--- src/rtl/mul_seq_ctrl.sv ---
// mul_seq_ctrl: sequencing controller for the shift-add multiplier datapath.
// It issues one strobe at a time: load, then add and shift per multiplier bit.
// It counts WIDTH shift iterations and flags completion with ready/done.
// Optional build macro MUL_SEQ_CTRL_PERF_EN adds cycle_cnt/last_cycles
// performance outputs.
module mul_seq_ctrl #(
    parameter int WIDTH = 32,
    parameter int CNT_W = 6
) (
    input  logic             clk,
    input  logic             reset,
    input  logic             start,
    input  logic             product_lsb,
    output logic             wrctrl,
    output logic             strctrl,
    output logic             shctrl,
    output logic             ready,
    output logic             done,
    output logic [CNT_W-1:0] iter_cnt
`ifdef MUL_SEQ_CTRL_PERF_EN
    ,
    output logic [15:0]      cycle_cnt,
    output logic [15:0]      last_cycles
`endif
);

    typedef enum logic [2:0] {
        IDLE,
        LOAD,
        CHECK,
        ADD,
        SHIFT,
        DONE
    } state_t;

    localparam logic [CNT_W-1:0] LAST_ITER = CNT_W'(WIDTH);
    localparam logic [CNT_W-1:0] ONE       = CNT_W'(1);

    state_t state;

    // Moore FSM: each strobe is registered together with the state it belongs
    // to, so the outputs come straight from flops.
    always_ff @(posedge clk or negedge reset) begin
        if (!reset) begin
            state    <= IDLE;
            iter_cnt <= '0;
            wrctrl   <= 1'b0;
            strctrl  <= 1'b0;
            shctrl   <= 1'b0;
            done     <= 1'b0;
            ready    <= 1'b1;
        end else begin
            wrctrl  <= 1'b0;
            strctrl <= 1'b0;
            shctrl  <= 1'b0;
            done    <= 1'b0;
            ready   <= 1'b0;
            case (state)
                IDLE: begin
                    if (start) begin
                        state    <= LOAD;
                        iter_cnt <= '0;
                        wrctrl   <= 1'b1;
                    end else begin
                        ready <= 1'b1;
                    end
                end
                LOAD: begin
                    state <= CHECK;
                end
                CHECK: begin
                    if (iter_cnt == LAST_ITER) begin
                        state <= DONE;
                        done  <= 1'b1;
                        ready <= 1'b1;
                    end else if (product_lsb) begin
                        state   <= ADD;
                        strctrl <= 1'b1;
                    end else begin
                        state  <= SHIFT;
                        shctrl <= 1'b1;
                    end
                end
                ADD: begin
                    state  <= SHIFT;
                    shctrl <= 1'b1;
                end
                SHIFT: begin
                    state    <= CHECK;
                    iter_cnt <= iter_cnt + ONE;
                end
                DONE: begin
                    state <= IDLE;
                    ready <= 1'b1;
                end
                default: begin
                    state <= IDLE;
                    ready <= 1'b1;
                end
            endcase
        end
    end

`ifdef MUL_SEQ_CTRL_PERF_EN
    function automatic logic [15:0] sat_inc(input logic [15:0] v);
        return (v == 16'hFFFF) ? v : v + 16'd1;
    endfunction

    // Cycle counter: loads 1 when entering LOAD and then counts every busy cycle.
    // The DONE cycle is included, and that total is captured into last_cycles.
    always_ff @(posedge clk or negedge reset) begin
        if (!reset) begin
            cycle_cnt   <= '0;
            last_cycles <= '0;
        end else begin
            if (state == IDLE) begin
                if (start) begin
                    cycle_cnt <= 16'd1;
                end
            end else if (state != DONE) begin
                cycle_cnt <= sat_inc(cycle_cnt);
            end
            if (state == CHECK && iter_cnt == LAST_ITER) begin
                last_cycles <= sat_inc(cycle_cnt);
            end
        end
    end
`endif

endmodule

--- config.mk ---
export PLATFORM = sky130hd
export DESIGN_NAME = mul_seq_ctrl
export DESIGN_NICKNAME = d
export VERILOG_FILES = /design/src/rtl/mul_seq_ctrl.sv
export SDC_FILE = /design/constraint.sdc
export NUM_CORES = 1
export LEC_CHECK = 0
export CORE_ASPECT_RATIO = 0.8
export CORE_UTILIZATION = 25
export DETAILED_ROUTE_END_ITERATION = 12
export GPL_ROUTABILITY_DRIVEN = 0
export PLACE_DENSITY_LB_ADDON = 0.12
export SYNTH_ARGS = -nofsm -noshare
export SYNTH_HDL_FRONTEND = slang
export SYNTH_SLANG_ARGS = --single-unit
--- constraint.sdc ---
create_clock -name clk -period 1.2 [get_ports clk]
set_input_delay 0.24 -clock clk [delete_from_list [all_inputs] [get_ports clk]]
set_output_delay 0.24 -clock clk [all_outputs]
set_load 0.02 [all_outputs]
# Word-level counts from Yosys, hierarchy flattened
# Index checks and enable logic that the tools add are counted.
[word_totals] reg_bits=14 inputBits=4 output_inout_bits=11 wordCells=37
[op_classes] n_addsub=1 n_eq_ne=6 n_mux=18 n_reduce_logical=5
[ops] cell="$pmux 3 s4" count=1
[ops] cell="$pmux 6 s2" count=1
[ops] cell="$mux 1" count=10
[ops] cell="$mux 3" count=3
[ops] cell="$add 6x1->6 const B" count=1
[ops] cell="$eq 3x2->1 const B" count=2
[ops] cell="$eq 6x6->1 const B" count=1
[ops] cell="$mux 6" count=1
[ops] cell="$eq 3x1->1 const B" count=1
[ops] cell="$eq 3x3->1 const B" count=1
[ops] cell="$logic_not 3->1" count=1
[ops] cell="$pmux 1 s3" count=1
[ops] cell="$reduce_or 3->1" count=1
[ops] cell="$ne 2x2->1 const B" count=1
[ops] cell="$pmux 1 s2" count=1
[ops] cell="$reduce_and 2->1" count=1
[ops] cell="$reduce_bool 2->1" count=1
[ops] cell="$reduce_or 2->1" count=1

# Logic depth before layout (Yosys ltp)
[depth] depth_word=3 ltp_mapped=5 mapped_depth_nobuf=5

# Worst setup path before layout
# OpenSTA, ideal clock, no wires.
[synth_timing] kind="register to register" startpoint="register iter_cnt[0]" endpoint="register state[1]" setup_ns=0.120 arrival_ns=1.272 required_time_ns=1.080 slack_ns=-0.193 stages_incl_launch_ff=6 n_path_buf=0 synth_period_minus_slack_ns=1.393 path_cell_list="dfrtp_1 > inv_1 > ha_1 > nor4b_4 > nand2_1 > a41o_1"
[synth_via] elab_chain_len=3
[synth_lines] item="start: declaration" line_no="19" source="output logic [CNT_W-1:0] iter_cnt"
[synth_lines] item="start signal: assignment" line_no="90" source="iter_cnt <= iter_cnt + ONE;"
[synth_lines] item="$eq 6x6->1" line_no="72" source="if (iter_cnt == LAST_ITER) begin"
[synth_lines] item="$mux 3" line_no="72"
[synth_lines] item="$pmux 3 s4" line_no="58" source="case (state)"
[synth_lines] item="end signal: assignment" line_no="61" source="state <= LOAD;"
[synth_lines] item="end signal: assignment" line_no="73" source="state <= DONE;"
[synth_lines] item="end signal: assignment" line_no="77" source="state <= ADD;"
[synth_lines] item="end: declaration" line_no="39" source="state_t state;"
# Every way passes these cells.
# A chain may end at the register's enable or synchronous reset.

# Worst setup path after layout
[layout_timing] startpoint="register iter_cnt[0]" endpoint="register strctrl"
[layout_via] elab_chain_len=3
[layout_lines] item="$eq 6x6->1" line_no="72"
[layout_lines] item="$mux 1" line_no="72"
[layout_lines] item="$mux 1" line_no="58"
[layout_lines] item="end signal: assignment" line_no="48" source="strctrl <= 1'b0;"
[layout_lines] item="end signal: assignment" line_no="54" source="strctrl <= 1'b0;"
[layout_lines] item="end signal: assignment" line_no="78" source="strctrl <= 1'b1;"
[layout_lines] item="end: declaration" line_no="15" source="output logic strctrl,"
# Every way passes these cells.

==> metrics <==
status finished, violations left; failing checks negative setup slack; Least-Margin Pin Slew 0.339 ns; Rows 16; CTS sink count 14; VDD IR max 0.000886 V; fillers 256; largest net degree at the start of global routing 15; Post-synth EDFFs 0; crit path cell chain inv_2, ha_4, nor4b_4, nand2_2, buf_6, nor3b_2; pre-CTS setup slack -0.289 ns; CP arrival 1.58 ns; CP top delay family simple AND/OR/NAND/NOR gates; number of global-route vias before repair 550; Worst Path Max Fanout 4; startpoint types flip-flop; critical path required time 1.38 ns; HP Class primary input to async pin; syn nets 71; slowest stage cell, crit path dfrtp_2; layout cells sized above 1 58.3%; most common cell in the netlist dfrtp_1; DP HPWL 1150 um; worst setup margin -0.198 ns; port buffer count 14; Yosys top cell area share 47.0%; via count 626; DIE HEIGHT 49.1 um; ranking of synthesized cells by area dfrtp_1 47%, mux2i_1 5.8%, inv_1 4.3%, dfstp_2 3.8%, nand2_1 3.8%; cells after synthesis 65; pwr dens 2120 nW/um^2; Yosys warnings 0; leakage power 0.553 nW; antenna violations before repair 0; Slew HR 77.3%; clk root buf clkbuf_4; most common library cells after synthesis 13 x dfrtp_1, 8 x inv_1, 7 x nand2_1; Max Freq 0.716 GHz; drc violations 0; kind of critical path flip-flop to flip-flop; RR Startpoint iter_cnt[0]; Ant. Diodes 0; IO Pins 15; Most used DFF post-synth dfrtp_1; r2r setup slk -0.20 ns; Die Width 60.8 um; ys async rst share 100%; grt total ovfl 0; die area 2980 um^2; post-synth top area cell dfrtp_1; Final period util 116%; register area share after synthesis 50.8%; GRT Total Usage 12.5%; clk slew on worst S/H paths 0.10 ns; layout net count 110; slowest stage delay, CP 0.43 ns; Buf/Inv on CP 2; Pins Over Slew Limit 0; worst clock skew 0.00856 ns; Area Growth Syn to Fin 63.1%; RSZ-0062 raised after global routing true; Power, Total 2.39 mW; Setup crit end kind flip-flop; Yosys reg bits 14; drt wl/cell 12.8 um; RR Endpoint strctrl; post-route ant nets 0; first-pass GRT wire length 2680 um; Hold-fix buffers, CTS 0; Syn Area/Cell 10.6 um^2; Via density 4.50; reg2reg path depth 6; Final Hold Vio Count 0; Yosys cell types 26; Post-Syn Area 692 um^2; Iter 0 DRT Violations 14; CTS tree built; post-layout min period 1.40 ns; initial core utilization 27.2%; Final Routed Wirelength 1780 um; Clock Latency Late Sink 0.29 ns; Pre-antenna DRT Iters 4; H-tree depth 1; max-cap viol count 0; Num CTS Buffers 3; setup violators final 13; Max Buffers Root-to-Sink 2; core box area 2540 um^2
[flip-flops by register name, summed over array words and instances (netlist names)]
register and count:
strctrl 1, iter_cnt 6, state 3, wrctrl 1, ready 1, done 1
shctrl 1
[cell usage in the layout (no fill, tap or decap), drive strengths merged]
master         Yosys  routed
ha                 2       2
o22ai              1       1
a41o               1       1
buf                3      30
clkdlybuf4s50      0       3
o21a               2       2
nor4b              2       2
clkbuf             0       8
nor2b              1       1
xnor2              1       1
nor3b              1       1
mux2i              4       4
a21oi              2       2
and3               1       1
dfstp              1       1
o21ai              2       2
nand3              4       4
nand2              7       7
or4b               1       1
and4bb             1       1
a31oi              2       2
a221oi             1       1
inv                8       8
dfrtp             13      13
nor2               4       4
[repair_timing]
action                                 4_1_cts  5_1_grt
pin swaps                                   14        8
buffers inserted                             4        5
resized for setup                           55       11
setup endpoints to repair                   23       23
endpoints found under the hold margin        0        0
[metrics by stage]
| stage | cells | utilization, % | area (um^2) | setup TNS [ns] | hold slack (ns) |
|---|---|---|---|---|---|
| floorplan | 65 | - | 702 | -0.631 | -0.0556 |
| global placement | 127 | 38.4 | 976 | -2.69 | 0.539 |
| detailed placement | 127 | 38.4 | 976 | -2.72 | 0.529 |
| CTS | 135 | 43.2 | 1100 | -1.06 | 0.259 |
| global route | 139 | 44.4 | 1130 | -1.90 | 0.262 |
| finish | 139 | 44.4 | 1130 | -1.22 | 0.257 |
[where the power goes]
part / total [mW] / switching, mW / leakage, nW / internal (mW)
Clock: 0.360 / 0.175 / 0.0210 / 0.185
Sequential: 0.705 / 0.0903 / 0.181 / 0.615
Combinational: 1.33 / 0.623 / 0.351 / 0.704
[how the worst max path moves through the flow]
stage                  endpoint   startpoint  slack [ns]  cells after the start
finish                  strctrl  iter_cnt[0]       -0.20                      6
global route           state[0]  iter_cnt[0]       -0.25                      6
CTS                       ready  iter_cnt[0]       -0.19                      5
detailed placement  iter_cnt[3]        start       -0.29                      4
global placement    iter_cnt[4]        start       -0.27                      4
floorplan                 ready  iter_cnt[0]       -0.11                      5
[layout make-up]
class | instances | area (um^2) | area share [%]
multi-input cells | 40 | 370 | 32.8
repair buffers | 37 | 292 | 25.8
clock buffers | 4 | 36.3 | 3.22
inverters | 8 | 30.0 | 2.66
flip-flops and latches | 14 | 355 | 31.5
well taps | 36 | 45.0 | 3.99
[logic make-up after synthesis]
logic type               Yosys count  share of synthesized area, %
AO/OA/AOI/OAI                     11                          10.5
XOR/XNOR                           1                          1.27
adder cells (fa/ha/maj)            2                          3.62
buffers and inverters             11                          7.78
flip-flops                        14                          50.8
multiplexers                       4                          5.79
AND/OR/NAND/NOR                   22                          20.3
[routing by layer]
layer	up-vias	track usage (%)	routed length [um]
met1	310	18.3	870
met3	0	5.57	95
met5	-	0	0
met2	17	16.5	812
met4	0	3.41	0
li1	299	-	-
Note: power is estimated with default switching activity, not from simulation.
